File: src/rtl/fifo_wr_arbiter.sv
// Purpose : round-robin arbiter sharing one FIFO write port among NUM_REQ valid/ready requesters.
// Latency : 1 IDLE arbitration cycle before each burst; beats then pass combinationally to wr_en/wr_data.
// Backpr. : full stalls the current beat (burst holds); almost_full ends a burst after its beat and blocks new grants.
//
// Ports:
//   clk, rst            clock (rising edge), asynchronous active-low reset
//   req_valid/req_data  per-requester valid and packed data (requester i at [i*DATA_W +: DATA_W])
//   req_ready           per-requester beat-accepted strobe (only the granted requester can see 1)
//   full, almost_full   FIFO status inputs
//   wr_en, wr_data      FIFO write port
//   busy                high while a burst is in progress
//   grant_id            current or most recently granted requester
module fifo_wr_arbiter #(
  parameter  int NUM_REQ   = 4,
  parameter  int DATA_W    = 32,
  parameter  int MAX_BURST = 4,
  localparam int GW        = (NUM_REQ > 1) ? $clog2(NUM_REQ) : 1,
  localparam int CW        = $clog2(MAX_BURST) + 1
) (
  input  logic                      clk,
  input  logic                      rst,
  input  logic [NUM_REQ-1:0]        req_valid,
  input  logic [NUM_REQ*DATA_W-1:0] req_data,
  output logic [NUM_REQ-1:0]        req_ready,
  input  logic                      full,
  input  logic                      almost_full,
  output logic                      wr_en,
  output logic [DATA_W-1:0]         wr_data,
  output logic                      busy,
  output logic [GW-1:0]             grant_id
);

  typedef enum logic [0:0] {IDLE = 1'b0, BURST = 1'b1} state_t;

  state_t        state, state_nxt;
  logic [GW-1:0] gid_nxt;
  logic [GW-1:0] last_ptr, last_nxt;
  logic [CW-1:0] beat_cnt, cnt_nxt;

  logic          pick_vld;
  logic [GW-1:0] pick_idx;
  logic [GW-1:0] cand;
  logic          beat;

  // Round-robin search starting just after the last granted requester.
  // Walking the offsets from far to near lets the nearest valid requester
  // overwrite any earlier candidate, so it wins.
  always_comb begin
    pick_vld = 1'b0;
    pick_idx = '0;
    cand     = '0;
    for (int k = NUM_REQ; k >= 1; k--) begin
      cand = GW'((int'(last_ptr) + k) % NUM_REQ);
      if (req_valid[cand]) begin
        pick_vld = 1'b1;
        pick_idx = cand;
      end
    end
  end

  // Next-state and output logic.
  always_comb begin
    state_nxt = state;
    gid_nxt   = grant_id;
    last_nxt  = last_ptr;
    cnt_nxt   = beat_cnt;
    beat      = 1'b0;
    wr_en     = 1'b0;
    req_ready = '0;
    wr_data   = '0;
    busy      = 1'b0;

    case (state)
      IDLE: begin
        if (pick_vld && !almost_full) begin
          gid_nxt   = pick_idx;
          cnt_nxt   = '0;
          state_nxt = BURST;
        end
      end

      BURST: begin
        busy               = 1'b1;
        wr_data            = req_data[grant_id*DATA_W +: DATA_W];
        beat               = req_valid[grant_id] && !full;
        wr_en              = beat;
        req_ready[grant_id] = beat;
        if (beat) begin
          cnt_nxt = beat_cnt + CW'(1);
        end
        // Release on: burst length reached, requester withdrew, or FIFO
        // nearly full (the current beat still goes in).
        if (!req_valid[grant_id] ||
            (beat && ((beat_cnt == CW'(MAX_BURST - 1)) || almost_full))) begin
          state_nxt = IDLE;
          last_nxt  = grant_id;
        end
      end

      default: begin
        state_nxt = IDLE;
      end
    endcase
  end

  always_ff @(posedge clk or negedge rst) begin
    if (!rst) begin
      state    <= IDLE;
      grant_id <= '0;
      last_ptr <= GW'(NUM_REQ - 1);
      beat_cnt <= '0;
    end else begin
      state    <= state_nxt;
      grant_id <= gid_nxt;
      last_ptr <= last_nxt;
      beat_cnt <= cnt_nxt;
    end
  end

endmodule

File: config.mk
export PLATFORM = sky130hd
export DESIGN_NAME = fifo_wr_arbiter
export DESIGN_NICKNAME = d
export VERILOG_FILES = /design/src/rtl/fifo_wr_arbiter.sv
export SDC_FILE = /design/constraint.sdc
export NUM_CORES = 1
export LEC_CHECK = 0
export CAP_MARGIN = 5
export CORE_UTILIZATION = 29
export CTS_CLUSTER_DIAMETER = 40
export CTS_CLUSTER_SIZE = 20
export DETAILED_ROUTE_END_ITERATION = 12
export PLACE_DENSITY = 0.91
export RECOVER_POWER = 25
export SYNTH_ARGS = -nofsm -noshare
export SYNTH_HDL_FRONTEND = slang
export SYNTH_SLANG_ARGS = --single-unit
File: constraint.sdc
create_clock -name clk -period 2 [get_ports clk]
set_input_delay 0.5 -clock clk [delete_from_list [all_inputs] [get_ports clk]]
set_output_delay 0.5 -clock clk [all_outputs]
set_load 0.02 [all_outputs]
# [Word level (Yosys, flattened, before mapping)]
# Cells that the tools add are included.
[op_classes] add_sub_neg=5 order_cmp=6 n_eq_ne=3 n_shift=1 mux=30 n_bitwise=2 n_reduce_logical=12
[op_table] operator="$shiftx 128x8->32" n=1
[op_table] operator="$mux 32" n=1
[op_table] operator="$lt 2x3->1 const B" n=5
[op_table] operator="$mux 1" n=14
[op_table] operator="$bmux 1 s2" n=5
[op_table] operator="$mux 2" n=4
[op_table] operator="$mux 3" n=2
[op_table] operator="$pmux 3 s2" n=1
[op_table] operator="$reduce_and 2->1" n=3
[op_table] operator="$add 2x1->2 const B" n=2
[op_table] operator="$add 2x2->2 const B" n=2
[op_table] operator="$and 4x4->4" n=1
[op_table] operator="$logic_and 1x1->1" n=4
[op_table] operator="$mux 4" n=1
[op_table] operator="$add 3x1->3 const B" n=1
[op_table] operator="$eq 3x2->1 const B" n=1
[op_table] operator="$logic_not 1->1" n=3
[op_table] operator="$demux 1 s2" n=1
[op_table] operator="$ge 2x1->1 const B" n=1
[op_table] operator="$logic_or 1x1->1" n=2
[op_table] operator="$ne 2x1->1 const B" n=1
[op_table] operator="$ne 2x2->1 const B" n=1
[op_table] operator="$pmux 1 s2" n=1
[op_table] operator="$not 1->1" n=1
[word_totals] reg_bits=8 inputBits=136 out_inout_bits=40

# [Longest topological paths before layout]
# Gate-level depths: netlist (run 1).
[depth] word_depth=10 depth_mapped=5 ltp_nobuf=5

# [Least setup slack after synthesis (run 1)]
# OpenSTA, ideal clock, no wires.
[synth_timing] kind="register -> output" from="register grant_id[0]" to="output port wr_data[10]" arrival_ns=1.577 required_ns=1.500 setup_slack_ns=-0.077 path_stages_with_launch=5 path_buffers=2 path_cell_list="dfrtp_1 buf_6 buf_12 mux4_2 and2_1"
[synth_between] elab_chain_cells=2
[synth_lines] element="from (decl)" line_no="30" rtl="output logic [GW-1:0] grant_id"
[synth_lines] element="from (signal assigned)" line_no="114" rtl="grant_id <= gid_nxt;"
[synth_lines] element="$shiftx 128x8->32" line_no="84" rtl="wr_data = req_data[grant_id*DATA_W +: DATA_W];"
[synth_lines] element="$mux 32" line_no="73" rtl="case (state)"
[synth_lines] element="to (decl)" line_no="28" rtl="output logic [DATA_W-1:0] wr_data,"
# Every way passes these cells.

# [Worst setup path in the final report (run 1)]
[layout_timing] from="register grant_id[0]" to="output port wr_en"
[layout_between] elab_chain_cells=4
[layout_lines] element="$bmux 1 s2" line_no="85" rtl="beat = req_valid[grant_id] && !full;"
[layout_lines] element="$mux 1 (implied by the code)" line_no="85"
[layout_lines] element="$logic_and 1x1->1" line_no="85"
[layout_lines] element="$mux 1" line_no="73"
[layout_lines] element="to (decl)" line_no="27" rtl="output logic wr_en,"
# Every way passes these cells. The select of a mux whose other input is x is not followed.

==> results of run 1 <==
-- stage by stage --
step | hold WS, ns | area, um^2
2_1_floorplan | 0.204 | 1600
3_3_place_gp | 0.472 | 3550
3_5_place_dp | 0.505 | 3550
4_1_cts | 0.510 | 3730
5_1_grt | 0.516 | 3840
6_report | 0.500 | 3840
-- flip-flops by register name (all words and copies together) (netlist names) --
name and count:
beat_cnt 3, grant_id 2, last_ptr 2, state 1
-- what timing repair did --
item | CTS | global route
pin swaps | 23 | 10
gates resized for setup | 275 | 28
setup endpoints to repair | 38 | 39
buffers inserted | 3 | 1
cloned | 2 | 1
-- worst min path at each step --
stage,start,end,slack [ns],cells past startpoint
final,beat_cnt[0]$_DFFE_PN0P_,beat_cnt[0]$_DFFE_PN0P_,0.50,1
after global routing,beat_cnt[0]$_DFFE_PN0P_,beat_cnt[0]$_DFFE_PN0P_,0.52,1
after CTS,beat_cnt[0]$_DFFE_PN0P_,beat_cnt[0]$_DFFE_PN0P_,0.51,1
after detailed placement,beat_cnt[0]$_DFFE_PN0P_,beat_cnt[0]$_DFFE_PN0P_,0.51,1
after global placement,beat_cnt[0]$_DFFE_PN0P_,beat_cnt[0]$_DFFE_PN0P_,0.47,1
after floorplan,rst,beat_cnt[0]$_DFFE_PN0P_,0.20,0
-- kinds of logic (layout without fill, tap and decap cells) --
group	count (synthesis)	count (layout)	share of synthesized area [%]
mux	39	39	50.5
compound gates	19	19	7.77
fa+ha+maj	2	2	1.57
buf+inv	17	209	6.83
flops	8	8	12.7
simple gates	56	56	20.6
-- cell type report --
cell class                      instances  area, um^2
Fill cell                             366        1370
Clock buffer                            4        45.0
Multi-Input combinational cell        116        1400
Inverter                                5        18.8
Timing Repair Buffer                  200        2090
Sequential cell                         8         205
Tap cell                               70        87.6
-- per-layer routing --
| metal | GRT usage, % | vias to the layer above |
|---|---|---|
| met1 | 27.6 | 1013 |
| met5 | 0 | - |
| li1 | - | 942 |
| met3 | 4.55 | 14 |
| met4 | 5.38 | 0 |
| met2 | 48.4 | 102 |
-- where the power goes --
| group | total, mW | internal (mW) | switching [mW] |
|---|---|---|---|
| registers | 0.328 | 0.250 | 0.0787 |
| logic | 3.90 | 2.32 | 1.58 |
| clock network | 0.208 | 0.139 | 0.0698 |
-- worst reg2reg max path, delay by kind of cell (launching register included) --
family	cells	cell delay (ns)
buffers and inverters	3	0.44
AO/OA/AOI/OAI	1	0.18
flip-flops	1	0.37
AND/OR/NAND/NOR	1	0.16
multiplexers	1	0.55
-- placed cells by master (no fill, tap or decap), types with 3 or more instances in the layout --
master           Yosys  routed
clkdlybuf4s50_1      0     102
buf_6                1      34
mux4_2              33      33
and2_4               0      32
dlygate4sd2_1        0      32
buf_4                0      18
o21ai_0              7       7
buf_12               2       7
nand2_1              6       5
nand2b_1             5       4
mux2i_1              4       4
dfrtp_1              6       4
inv_1                5       3
a21oi_1              3       3
clkbuf_8             0       3
dlymetal6s2s_1       0       3
==> metrics, run 1 <==
result of the run=finished, violations left; failing checks=setup timing; fmax=0.457 GHz; worst vdd ir=0.735 mV; first-pass GRT wire length=11,300 um; max cap viols=0; sequential element share of the synthesized area=12.7%; Final nets=472; Highest Signal Layer=met4; synth top area cells=mux4_2, and2_1, dfrtp_1, dfstp_2, buf_12; WP data arrival=1.69 ns; Clock Latency Late Sink=0.23 ns; Final WS setup=-0.187 ns; CTS Hold Bufs=0; IO Count=176; Pleak=1.65 nW; post-route insts no fill=403; Worst Setup SP=grant_id[0]$_DFFE_PN0P_; GP Congestion=0.984; clock skew=0.00619 ns; vias per cell=5.14; root buf cell=clkbuf_8; Final Power=4.44 mW; predominant post-synthesis flop cell=dfrtp_1; P&R area growth vs syn=141%; Crit Path Class=reg2out; Worst Path Max Fanout=6; fin util=73.8%; leading area contributor after synthesis=mux4_2; number of remaining DRC errors=0; EDFF count, synth=0; Cell variety after synth=32; unrepaired setup endpoints after global routing=true; met3 wire len=468 um; Metal-1 WL=2660 um; Yosys reg bits=8; Startpoint Class=flip-flop; Final Cycle Share=109%; FF-to-FF path depth=6; Least-Margin Pin Slew=0.367 ns; Remaining Overflow, GRT=0; Setup crit end=wr_en; Die Span Y=76.1 um; setup TNS=-4.99 ns; remaining antenna violation count=0; dpl cells=392; Reg clk slew, reported paths=0.05 ns; First-pass DRT Iterations=4; register-to-register setup slack=0.19 ns; CP Capture Type=primary output; CTS tree=done; Die W=76.1 um; CP cell instances=buf_12 -> buf_12 -> mux4_2 -> nand2_2 -> inv_2 -> buf_6; WP buf/inv=4; core area=5200 um^2; FF-to-FF Start=grant_id[0]$_DFFE_PN0P_; initial DRC count=87; metal2 WL=4150 um; Yosys Warn Count=0; largest net degree at the start of global routing=31; most instantiated cells after synthesis=mux4_2, and2_1, o21ai_0; post-synth top area share=46.6%; number of global-route vias before repair=2,229; Num CTS Buffers=3; share of flip-flops with an asynchronous set or reset=100%; H-tree lvl count=1; Critical Path RT=1.50 ns; CP peak stage delay=0.55 ns; total track usage=24.8%; CP Depth=6; Hold WC Path Type=reg2reg; synthesized instance count=141; Antenna Cells=0; share of layout cells above drive strength 1=43.5%; IO Port Bufs=175; cell family with most CP delay=multiplexers; count leader, synth=mux4_2; vias=2,071; syn nets=279; final wirelength=7420 um; Slew HR=75.4%; Crit-path slowest cell=mux4_2; Routed WL per cell=18.4 um; reg2reg end=beat_cnt[1]$_DFFE_PN0P_; number of clock sinks=8; Fin. Hold Viols=0; post-place setup slack=-0.626 ns; mapped cell area=1590 um^2; pwr/cell area=1160 nW/um^2; initial antenna violation count=0; Final Max Tran Viols=0; Site Rows=26; Mapped Avg Cell Area=11.3 um^2; # setup viols final=35; clock buffer depth=2; minimum clock period=2.19 ns; DPL Wire Length=5670 um; most used cell, CP=buf_12; Die ar.=5800 um^2; initial core utilization=30.6%
Power figures use the tool's default switching activity.
==> run 2, diff against run 1 <==
--- a/config.mk
+++ b/config.mk
@@ -6,12 +6,13 @@
 export NUM_CORES = 1
 export LEC_CHECK = 0
 export CAP_MARGIN = 5
+export CORE_MARGIN = 8
 export CORE_UTILIZATION = 29
 export CTS_CLUSTER_DIAMETER = 40
 export CTS_CLUSTER_SIZE = 20
 export DETAILED_ROUTE_END_ITERATION = 12
 export PLACE_DENSITY = 0.91
-export RECOVER_POWER = 25
+export RECOVER_POWER = 100
 export SYNTH_ARGS = -nofsm -noshare
 export SYNTH_HDL_FRONTEND = slang
 export SYNTH_SLANG_ARGS = --single-unit
==> run 2 against run 1 <==
Effect of this change: the run still ends with setup timing left; wire length grew 18%; total power is 1.4% lower; flip-flop and latch count unchanged.
==> metrics, run 2 (synthesis results as in run 1) <==
Remaining Overflow, GRT=0 (unchanged); Reg clk slew, reported paths=0.05 ns (about the same); Critical Path RT=1.50 ns (about the same); Worst Setup SP=grant_id[0]$_DFFE_PN0P_; first-pass GRT wire length=13,000 um (+15%); GP Congestion=0.871 (-11%); Num CTS Buffers=3 (unchanged); Die ar.=8130 um^2 (+40%); # setup viols final=33 (-5.7%); remaining antenna violation count=0 (unchanged); initial DRC count=44 (-49%); largest net degree at the start of global routing=23 (-26%); Final nets=484 (+2.5%); FF-to-FF Start=grant_id[0]$_DFFE_PN0P_; most frequent cells in the layout=dlygate4sd2_1, buf_6, mux4_2; FF-to-FF path depth=6 (unchanged); worst hold path depth=1 (unchanged); IO Port Bufs=175 (unchanged); dpl cells=395 (+0.77%); clock buffer depth=2 (unchanged); core area=5410 um^2 (+3.8%); unrepaired setup endpoints after global routing=true; P&R area growth vs syn=139%; setup TNS=-5.80 ns (-0.812 ns); initial core utilization=29.5% (-1.1 points); max cap viols=0 (unchanged); final std cell area, no fill=3820 um^2 (-0.62%); Worst Path Max Fanout=15 (+9); Least-Margin Pin Slew=0.432 ns (+0.0644 ns); fmax=0.444 GHz (-2.9%); WP data arrival=1.75 ns (+0.06 ns); share of layout cells above drive strength 1=44.6% (+1.1 points); Placed Area=3540 um^2 (-0.42%); Site Rows=27 (+3.8%); Final Cycle Share=113% (+3.2 points); Die W=90.1 um (+18%); worst vdd ir=0.689 mV (-6.2%); Regs by FF count=beat_cnt: 3 flops, grant_id: 2 flops, last_ptr: 2 flops; initial antenna violation count=0 (unchanged); Pleak=1.85 nW (+12%); Clock Latency Late Sink=0.24 ns (about the same); minimum clock period=2.25 ns (+0.0642 ns); H-tree lvl count=1 (unchanged); vias per cell=4.93 (-4.0%); First-pass DRT Iterations=4 (unchanged); fill count=400 (+9.3%); IO Count=176 (unchanged); clock skew=0.00752 ns (+0.00133 ns); failing checks=setup timing; Final Max Tran Viols=0 (unchanged); Slew HR=71.1% (-4.3 points); number of global-route vias before repair=2,239 (+0.45%); CTS tree=done; Startpoint Class=flip-flop; number of clock sinks=8 (unchanged); Crit Path Class=reg2out; reg2reg end=beat_cnt[1]$_DFFE_PN0P_; Hold WC Path Type=reg2reg; number of remaining DRC errors=0 (unchanged); register-to-register setup slack=0.08 ns (-0.11 ns); commonest non-fill, non-tap cell in the layout=dlygate4sd2_1; Final WS setup=-0.251 ns (-0.0642 ns); WHS=0.482 ns (-0.0182 ns); final wirelength=8750 um (+18%); Antenna Cells=0 (unchanged); Fin. Hold Viols=0 (unchanged); hold path endpoint=beat_cnt[0]$_DFFE_PN0P_; Most flops, register=beat_cnt; root buf cell=clkbuf_8; fin util=70.6% (-3.2 points); Die Span Y=90.1 um (+18%); pwr/cell area=1150 nW/um^2 (-0.79%); post-route insts no fill=417 (+3.5%); hold path start=beat_cnt[0]$_DFFE_PN0P_; Routed WL per cell=21.0 um (+14%); DPL Wire Length=7000 um (+23%); vias=2,057 (-0.68%); result of the run=finished, violations left; CP Capture Type=primary output; max FFs per register=3 (unchanged); total track usage=20.2% (-4.6 points)
[run 2: cell count changes in the layout (fill, tap and decap cells not counted), moves of 2 or more]
cell,before,now
buf_4,18,29
buf_16,2,0
buf_12,7,5
buf_6,34,40
dlygate4sd2_1,32,91
clkdlybuf4s50_1,102,32
nor3_1,0,2
dlymetal6s2s_1,3,14
[run 2: how the worst max path moves through the flow]
stage | cells after the start | to
2_1_floorplan | 4 | wr_data[10]
3_3_place_gp | 5 | wr_en
3_5_place_dp | 5 | wr_en
4_1_cts | 5 | wr_data[17]
5_1_grt | 5 | wr_data[13]
6_report | 5 | wr_data[13]
[run 2: what timing repair did]
item                                    CTS  global route
resized for setup                       342            34
gates cloned                              1             0
hold buffers                              0             0
pin swaps                                 9             2
endpoints found under the setup margin   38            37
setup buffers                             8            10
[run 2: cell type report]
type | instances | area [um^2] | share of cell area (%)
clock buffer | 4 | 45.0 | 1.18
inverter | 5 | 21.3 | 0.557
multi-input combinational | 116 | 1390 | 36.3
sequential | 8 | 204 | 5.34
tap | 72 | 90.1 | 2.36
timing repair buffer | 212 | 2070 | 54.3
[run 2: power by group]
group	total (mW)	switching, mW	internal (mW)
Combinational	3.83	1.56	2.27
Clock	0.209	0.0701	0.139
Sequential	0.340	0.0924	0.248
[run 2: metrics by stage]
step	total power, mW	setup WS, ns
2_1_floorplan	2.20	0.00287
3_3_place_gp	3.43	-0.613
3_5_place_dp	3.50	-0.639
4_1_cts	4.21	-0.341
5_1_grt	4.61	-0.297
6_report	4.38	-0.251
[run 2: metal layers]
| metal | track usage (%) | wire length (um) | vias up |
|---|---|---|---|
| li1 | - | - | 964 |
| met1 | 21.0 | 3260 | 1003 |
| met2 | 40.9 | 5010 | 85 |
| met3 | 3.82 | 426 | 5 |
| met4 | 2.77 | 60 | 0 |
| met5 | 0 | 0 | - |
[run 2: worst max-delay path: stages, from the launching register on]
cell     delay, ns
dfrtp_2       0.42
buf_12        0.17
buf_4         0.12
mux4_2        0.50
and2_4        0.18
buf_6         0.12
